<file path="src/rtl/mc_controller.sv">
// rtl/mc_controller.sv - multicycle control FSM for the ARM-subset datapath
module mc_controller #(
    parameter int WAIT_MAX = 15,
    parameter int WAIT_W   = 4
) (
    input  logic        clk,
    input  logic        reset,
    input  logic [31:0] Instr,
    input  logic [3:0]  ALUFlags,
    input  logic        MemReady,
    output logic        MemReq,
    output logic        AdrSrc,
    output logic        IRWrite,
    output logic        PCWrite,
    output logic        PCSrc,
    output logic [1:0]  RegSrc,
    output logic        RegWrite,
    output logic [1:0]  ImmSrc,
    output logic [1:0]  ALUSrc,
    output logic [2:0]  ALUControl,
    output logic        MemWrite,
    output logic        MemtoReg,
    output logic        BL,
    output logic        ShiftEn,
    output logic [3:0]  Flags,
    output logic [3:0]  State,
    output logic        Undef,
    output logic        MemErr
);

    typedef enum logic [3:0] {
        S_FETCH  = 4'd0,
        S_DECODE = 4'd1,
        S_EXEC   = 4'd2,
        S_ALUWB  = 4'd3,
        S_MEMADR = 4'd4,
        S_MEMRD  = 4'd5,
        S_MEMWB  = 4'd6,
        S_MEMWR  = 4'd7,
        S_BRANCH = 4'd8
    } stateT;

    stateT             state, stateNext;
    logic [WAIT_W-1:0] waitCnt;
    logic [3:0]        flagsQ;

    logic [3:0] cond;
    logic [1:0] op;
    logic [5:0] funct;
    logic [3:0] rd;
    logic       unusedInstr;

    assign cond        = Instr[31:28];
    assign op          = Instr[27:26];
    assign funct       = Instr[25:20];
    assign rd          = Instr[15:12];
    assign unusedInstr = ^{Instr[19:16], Instr[11:0]};

    // Condition check runs on the stored flags, never on the live ALU flags.
    logic flagN, flagZ, flagC, flagV, condEx;
    assign {flagN, flagZ, flagC, flagV} = flagsQ;

    always_comb begin
        condEx = 1'b0;
        case (cond)
            4'b0000: condEx = flagZ;
            4'b0001: condEx = ~flagZ;
            4'b0010: condEx = flagC;
            4'b0011: condEx = ~flagC;
            4'b0100: condEx = flagN;
            4'b0101: condEx = ~flagN;
            4'b0110: condEx = flagV;
            4'b0111: condEx = ~flagV;
            4'b1000: condEx = flagC & ~flagZ;
            4'b1001: condEx = ~flagC | flagZ;
            4'b1010: condEx = (flagN == flagV);
            4'b1011: condEx = (flagN != flagV);
            4'b1100: condEx = ~flagZ & (flagN == flagV);
            4'b1101: condEx = flagZ | (flagN != flagV);
            4'b1110: condEx = 1'b1;
            default: condEx = 1'b0;
        endcase
    end

    logic [2:0] dpAluOp;
    logic       cmdValid, cmdNoWrite;

    always_comb begin
        dpAluOp    = 3'b000;
        cmdValid   = 1'b1;
        cmdNoWrite = 1'b0;
        case (funct[4:1])
            4'b0100: dpAluOp = 3'b000;
            4'b0010: dpAluOp = 3'b001;
            4'b0000: dpAluOp = 3'b010;
            4'b1100: dpAluOp = 3'b011;
            4'b0001: dpAluOp = 3'b100;
            4'b1101: dpAluOp = 3'b101;
            4'b1010: begin dpAluOp = 3'b001; cmdNoWrite = 1'b1; end
            4'b1000: begin dpAluOp = 3'b010; cmdNoWrite = 1'b1; end
            default: begin dpAluOp = 3'b000; cmdValid = 1'b0; end
        endcase
    end

    // A ready on the final allowed wait cycle still completes the access.
    logic isWaitState, timeout;
    assign isWaitState = (state == S_FETCH) || (state == S_MEMRD) || (state == S_MEMWR);
    assign timeout     = isWaitState && !MemReady && (waitCnt == WAIT_W'(WAIT_MAX - 1));

    always_ff @(posedge clk or posedge reset) begin
        if (reset) begin
            state   <= S_FETCH;
            waitCnt <= '0;
            flagsQ  <= 4'b0000;
        end else begin
            state <= stateNext;
            if (isWaitState && !MemReady && !timeout)
                waitCnt <= waitCnt + WAIT_W'(1);
            else
                waitCnt <= '0;
            if (state == S_ALUWB && (funct[0] || cmdNoWrite))
                flagsQ <= ALUFlags;
        end
    end

    always_comb begin
        stateNext = state;
        case (state)
            S_FETCH:  stateNext = MemReady ? S_DECODE : S_FETCH;
            S_DECODE: begin
                if (!condEx)
                    stateNext = S_FETCH;
                else begin
                    case (op)
                        2'b00:   stateNext = S_EXEC;
                        2'b01:   stateNext = S_MEMADR;
                        2'b10:   stateNext = S_BRANCH;
                        default: stateNext = S_FETCH;
                    endcase
                end
            end
            S_EXEC:   stateNext = S_ALUWB;
            S_ALUWB:  stateNext = S_FETCH;
            S_MEMADR: stateNext = funct[0] ? S_MEMRD : S_MEMWR;
            S_MEMRD:  stateNext = MemReady ? S_MEMWB : (timeout ? S_FETCH : S_MEMRD);
            S_MEMWB:  stateNext = S_FETCH;
            S_MEMWR:  stateNext = (MemReady || timeout) ? S_FETCH : S_MEMWR;
            S_BRANCH: stateNext = S_FETCH;
            default:  stateNext = S_FETCH;
        endcase
    end

    always_comb begin
        MemReq     = 1'b0;
        AdrSrc     = 1'b0;
        IRWrite    = 1'b0;
        PCWrite    = 1'b0;
        PCSrc      = 1'b0;
        RegSrc     = 2'b00;
        RegWrite   = 1'b0;
        ImmSrc     = 2'b00;
        ALUSrc     = 2'b00;
        ALUControl = 3'b000;
        MemWrite   = 1'b0;
        MemtoReg   = 1'b0;
        BL         = 1'b0;
        ShiftEn    = 1'b0;
        Undef      = 1'b0;
        MemErr     = timeout;
        case (state)
            S_FETCH: begin
                MemReq  = 1'b1;
                ALUSrc  = 2'b10;
                IRWrite = MemReady;
                PCWrite = MemReady;
            end
            S_DECODE: Undef = condEx && (op == 2'b11);
            S_EXEC: begin
                ALUSrc     = funct[5] ? 2'b01 : 2'b00;
                ShiftEn    = ~funct[5];
                ALUControl = dpAluOp;
                Undef      = ~cmdValid;
            end
            S_ALUWB: begin
                RegWrite = ~cmdNoWrite;
                PCSrc    = ~cmdNoWrite && (rd == 4'd15);
                PCWrite  = ~cmdNoWrite && (rd == 4'd15);
            end
            S_MEMADR: begin
                ALUSrc     = 2'b01;
                ImmSrc     = 2'b01;
                ALUControl = funct[3] ? 3'b000 : 3'b001;
            end
            S_MEMRD: begin
                MemReq = 1'b1;
                AdrSrc = 1'b1;
            end
            S_MEMWB: begin
                RegWrite = 1'b1;
                MemtoReg = 1'b1;
                PCSrc    = (rd == 4'd15);
                PCWrite  = (rd == 4'd15);
            end
            S_MEMWR: begin
                MemReq   = 1'b1;
                AdrSrc   = 1'b1;
                MemWrite = 1'b1;
                RegSrc   = 2'b10;
            end
            S_BRANCH: begin
                RegSrc  = 2'b01;
                ImmSrc  = 2'b10;
                ALUSrc  = 2'b01;
                PCSrc   = 1'b1;
                PCWrite = 1'b1;
                BL      = funct[4];
            end
            default: ;
        endcase
        // Every output is held low for as long as reset is asserted.
        if (reset) begin
            MemReq     = 1'b0;
            AdrSrc     = 1'b0;
            IRWrite    = 1'b0;
            PCWrite    = 1'b0;
            PCSrc      = 1'b0;
            RegSrc     = 2'b00;
            RegWrite   = 1'b0;
            ImmSrc     = 2'b00;
            ALUSrc     = 2'b00;
            ALUControl = 3'b000;
            MemWrite   = 1'b0;
            MemtoReg   = 1'b0;
            BL         = 1'b0;
            ShiftEn    = 1'b0;
            Undef      = 1'b0;
            MemErr     = 1'b0;
        end
    end

    assign Flags = reset ? 4'b0000 : flagsQ;
    assign State = reset ? 4'd0 : state;

endmodule
</file>
<file path="config.mk">
export PLATFORM = sky130hd
export DESIGN_NAME = mc_controller
export DESIGN_NICKNAME = d
export VERILOG_FILES = /design/src/rtl/mc_controller.sv
export SDC_FILE = /design/constraint.sdc
export NUM_CORES = 1
export LEC_CHECK = 0
export CORE_MARGIN = 5
export CORE_UTILIZATION = 39
export DETAILED_ROUTE_END_ITERATION = 8
export MAX_ROUTING_LAYER = met4
export PLACE_DENSITY = 0.77
export SLEW_MARGIN = 20
export SYNTH_ARGS = -nofsm -noshare
export SYNTH_HDL_FRONTEND = slang
export SYNTH_SLANG_ARGS = --single-unit
</file>
<file path="constraint.sdc">
create_clock -name clk -period 2.4 [get_ports clk]
set_clock_uncertainty 0.15 [all_clocks]
set_input_delay 0.48 -clock clk [delete_from_list [all_inputs] [get_ports clk]]
set_output_delay 0.48 -clock clk [all_outputs]
set_load 0.05 [all_outputs]
</file>
# --- Yosys cells after proc, flatten, opt, wreduce, memory -nomap -nowiden ---
# Cells that the tools add are included.
classes:
  n_mux: 48
  reduce_logical: 23
  bitwise_logic: 11
  eq_ne: 36
  add_sub_neg: 1
ops:
  columns: ["cell", "count"]
  rows:
  - ["$eq 4x4->1 const B", 14]
  - ["$eq 4x3->1 const B", 9]
  - ["$mux 1", 24]
  - ["$pmux 4 s6", 1]
  - ["$eq 4x2->1 const B", 5]
  - ["$mux 4", 4]
  - ["$pmux 1 s15", 1]
  - ["$pmux 3 s5", 1]
  - ["$eq 4x1->1 const B", 3]
  - ["$logic_not 4->1", 3]
  - ["$mux 3", 4]
  - ["$pmux 4 s3", 1]
  - ["$reduce_or 2->1", 5]
  - ["$mux 2", 4]
  - ["$pmux 2 s2", 2]
  - ["$reduce_or 8->1", 1]
  - ["$not 1->1", 7]
  - ["$logic_and 1x1->1", 6]
  - ["$pmux 2 s3", 1]
  - ["$pmux 3 s2", 1]
  - ["$add 4x1->4 const B", 1]
  - ["$eq 2x2->1 const B", 2]
  - ["$logic_or 1x1->1", 4]
  - ["$pmux 1 s2", 2]
  - ["10 further kinds", 13]
word_totals:
  inputBits: 39
  elab_cells: 122
  reg_bits: 12
  out_inout_bits: 29

# --- Depth between registers and ports, before layout ---
depth:
  depth_word: 8
  ltp_mapped: 6
  depth_no_buf: 6

# --- Worst setup path before layout ---
# No wires, ideal clock.
synth_path:
  path_type: "input-to-output"
  from: "input port reset"
  to: "output port ALUControl[1]"
  path_buffers: 0
  slack_ns: -1.753
  arrival_time_ns: 3.523
  required_ns: 1.770
  path_stages: 3
  path_cell_list: "inv_1 > nand3b_1 > a2111oi_0"
synth_via:
  elab_chain_len: 1
synth_lines:
  columns: ["element", "line_no", "source"]
  rows:
  - ["start, declared", "7", "input logic reset,"]
  - ["$mux 3", "221", "if (reset) begin"]
  - ["end, declared", "20", "output logic [2:0] ALUControl,"]
# Every way passes these cells.

# --- Worst setup path after layout ---
layout_path:
  from: "input port Instr[29]"
  to: "output port Undef"
layout_via:
  elab_chain_len: 5
  elab_cells_between_ends: 19
  cone_classes: "eq/ne (14); mux (3); reduce/logical (2)"
layout_lines:
  columns: ["element", "line_no", "source"]
  rows:
  - ["start, declared", "8", "input logic [31:0] Instr,"]
  - ["$eq 4x4->1 (tied with other cells)", "65", "case (cond)"]
  - ["$pmux 1 s15 (*)", "65", null]
  - ["$logic_and 1x1->1 (*)", "177", "S_DECODE: Undef = condEx && (op == 2'b11);"]
  - ["$pmux 1 s2 (*)", "170", "case (state)"]
  - ["$mux 1 (*)", "221", null]
  - ["end, declared", "27", "output logic Undef,"]
# Mark *: on every way between the ends. The rest lies on a longest branch, timed or not.

==> flow_summary.toml <==
[power]
power_leakage_nw = 1.06
p_int_mw = 1.21
peakVddDrop_mv = 0.671
p_seq_frac = 0.173
power_frac_comb = 0.756
p_clk_frac = 0.070
p_sw_frac = 0.466
netSwitchingPower_mw = 1.05
pwr_density_cell_nw_per_um2 = 864

[synthesis]
netlist_area_um2 = 1220
yosysWarnings = 0
ys_ff_latch = 12
synth_top_area_frac = 0.246
syn_inst = 156
synth_fp_nets = 197
synthTopCellsByCount = "nor2_1, dfrtp_1, o21ai_0"
yosys-top-cells-area = "dfrtp_1, nor2_1, nor2b_1"
synth_area_leader_cell = "dfrtp_1"
yosysMostFrequentCell = "nor2_1"
synth_async_sr_flop_share = 1.00
ys_seq_area_frac = 0.246
avgSynthCellArea_um2 = 7.82
synth_edf_count = 0
ys_types = 45
ys.flop_type = "dfrtp_1"

[worst_setup_path]
cp-start-kind = "input pin"
end_kind = "output port"
arrival_ps = 1850
path_class = "input pin to output port"
path_max_fanout = 5
required_ps = 1770
cp_cell_sequence = "dlygate4sd2_1 -> or4_1 -> o21ai_2 -> nor3_4 -> o22ai_2 -> buf_6"
cp_slowest_stage_delay_ps = 550
crit_slowest_cell = "or4_1"

[timing]
fmaxAchievable_mhz = 403
setup_viol = 2
maxSlewHeadroom = 0.674
rsz0062_at_grt = "yes"
fin_crit_ps = 2480
fin_ws_ps = -82.5
tns_ps = -135
worst_pin_slew_ps = 489
holdWs_ps = 297
drv_slew = 0
period_share = 1.03
hold_viol_final = 0

[run]
cap_viol_max_count = 0

[die]
core_um2 = 3030
fp.dieH_um = 65.9
pin_count = 68
initial_core_util = 0.403
die_x_um = 65.9
die-area_um2 = 4350
placementRows = 20

[drt]
totalWireLength_um = 5040
first_pass_iters = 4
vias = 1570
wire_per_inst_um = 17.8
viasPerCell = 5.53
ant_nets = 0
drc = 0
drt-initial-drc-count = 90

[global_route]
grt_pass1_wl_um = 7750
grt_max_degree = 14
grt_usage = 0.232
antenna_found_initial = 0
first_global_vias = 1644
grt_overflow = 0

[clock_network]
clkTransAtPathRegs_ps = 70
numCtsBuffers = 3
clockBufferDepth = 2
clockRootBuffer = "clkbuf_4"
clock_latency_ps = 280
cts_tree = "done"
clkSinkCount = 12
htree_levels = 1
ctsHoldBuffers = 0

[placement]
placed_area_um2 = 2300
place_inst = 266
post-place-ws_ps = -471
place_congestion = 0.853
dpl.hpwl_um = 3240
port-buffer-count = 51

[finish]
area_delta_synth_final_pct = 115
final_nets = 282
n_antenna_cell = 0
nFillCells = 154
final_cells = 284
layout.area.seq_um2 = 308
design_area_um2 = 2620
drive_gt1_frac = 0.550
multiInputGateArea_um2 = 1080

[outcome]
violations = "setup timing"
status = "finished with violations"

[worst_hold_path]
hp-class = "input pin to asynchronous set/reset pin"
-- registers in the layout, summed over array words and instances, names as in the netlist --
name,count
flagsQ,4
state,4
waitCnt,4
-- final timing paths --
kind / startpoint / endpoint / slack, ps / cells past startpoint
setup / recovery: Instr[29] / Undef / -80 / 6
hold / removal: reset / state[3] / 300 / 3
setup reg to reg: flagsQ[2] / state[3] / 500 / 6
hold reg to reg: waitCnt[0] / waitCnt[0] / 350 / 1
max in group asynchronous: reset / flagsQ[0] / 1620 / 3
min in group clk: waitCnt[0] / waitCnt[0] / 350 / 1
-- kinds of logic (layout without fill, tap and decap cells) --
logic type                 after synthesis  after routing  synth area share
AOI/OAI and AO/OA                       30             30             0.177
xor gates and xnor gates                 5              5            0.0359
adders and majority gates                2              2            0.0205
DFF                                     12             12             0.246
buffers and inverters                   20            104            0.0851
and+or+nand+nor                         79             79             0.365
muxes                                    8              8            0.0697
-- layout by cell type, fill, tap and decap left out, drive strengths merged, types with 2 or more instances in the layout --
cell / synthesis / final
clkinvlp: 0 / 2
nand2b: 5 / 5
dfrtp: 12 / 12
buf: 7 / 71
dlygate4sd2: 0 / 5
clkdlybuf4s50: 0 / 13
o21a: 2 / 2
nor2: 17 / 17
inv: 8 / 6
mux2i: 4 / 4
xor2: 2 / 2
o21ai: 10 / 10
nor4: 5 / 5
nor2b: 9 / 9
a21oi: 7 / 7
nand2: 9 / 9
nor3b: 4 / 4
nand3b: 4 / 4
nand3: 7 / 7
nor3: 9 / 9
mux2: 4 / 4
xnor2: 3 / 3
ha: 2 / 2
and2: 4 / 4
clkbuf: 5 / 6
-- worst max-delay path, delay by kind of cell --
| kind | cells | cell delay [ps] |
|---|---|---|
| and+or+nand+nor | 2 | 640 |
| AOI/OAI and AO/OA | 2 | 250 |
| buffers and inverters | 2 | 490 |
-- layout make-up --
class                           instances  share of cell area
Clock buffer                            4              0.0138
Inverter                                8              0.0143
Multi-Input combinational cell        124               0.414
Sequential cell                        12               0.117
Tap cell                               44              0.0210
Timing Repair Buffer                   92               0.420
-- power by group through the flow --
stage	clock (mW)	sequential [mW]	combinational, mW
floorplan	0	0.322	0.828
global placement	0	0.370	1.29
detailed placement	0	0.381	1.33
CTS	0.160	0.389	1.50
global route	0.178	0.404	1.79
finish	0.159	0.393	1.71
-- layer usage --
layer	global-route usage	wire length (µm)
met1	0.246	1880
met2	0.447	2810
met3	0.0408	230
met4	0.0457	116
met5	-	0
-- repair_timing --
item / CTS / global route
gates resized for setup: 37 / 30
endpoints found under the hold margin: 0 / 0
buffers inserted: 8 / 7
cloned: 0 / 0
pin swaps: 8 / 11
setup endpoints to repair: 18 / 11
-- per-stage QoR --
stage               utilization  power (mW)
floorplan                     -        1.15
finish                    0.866        2.26
CTS                       0.827        2.05
detailed placement        0.761        1.71
global placement          0.761        1.66
global route              0.866        2.37
(Power assumes the default switching activity.)
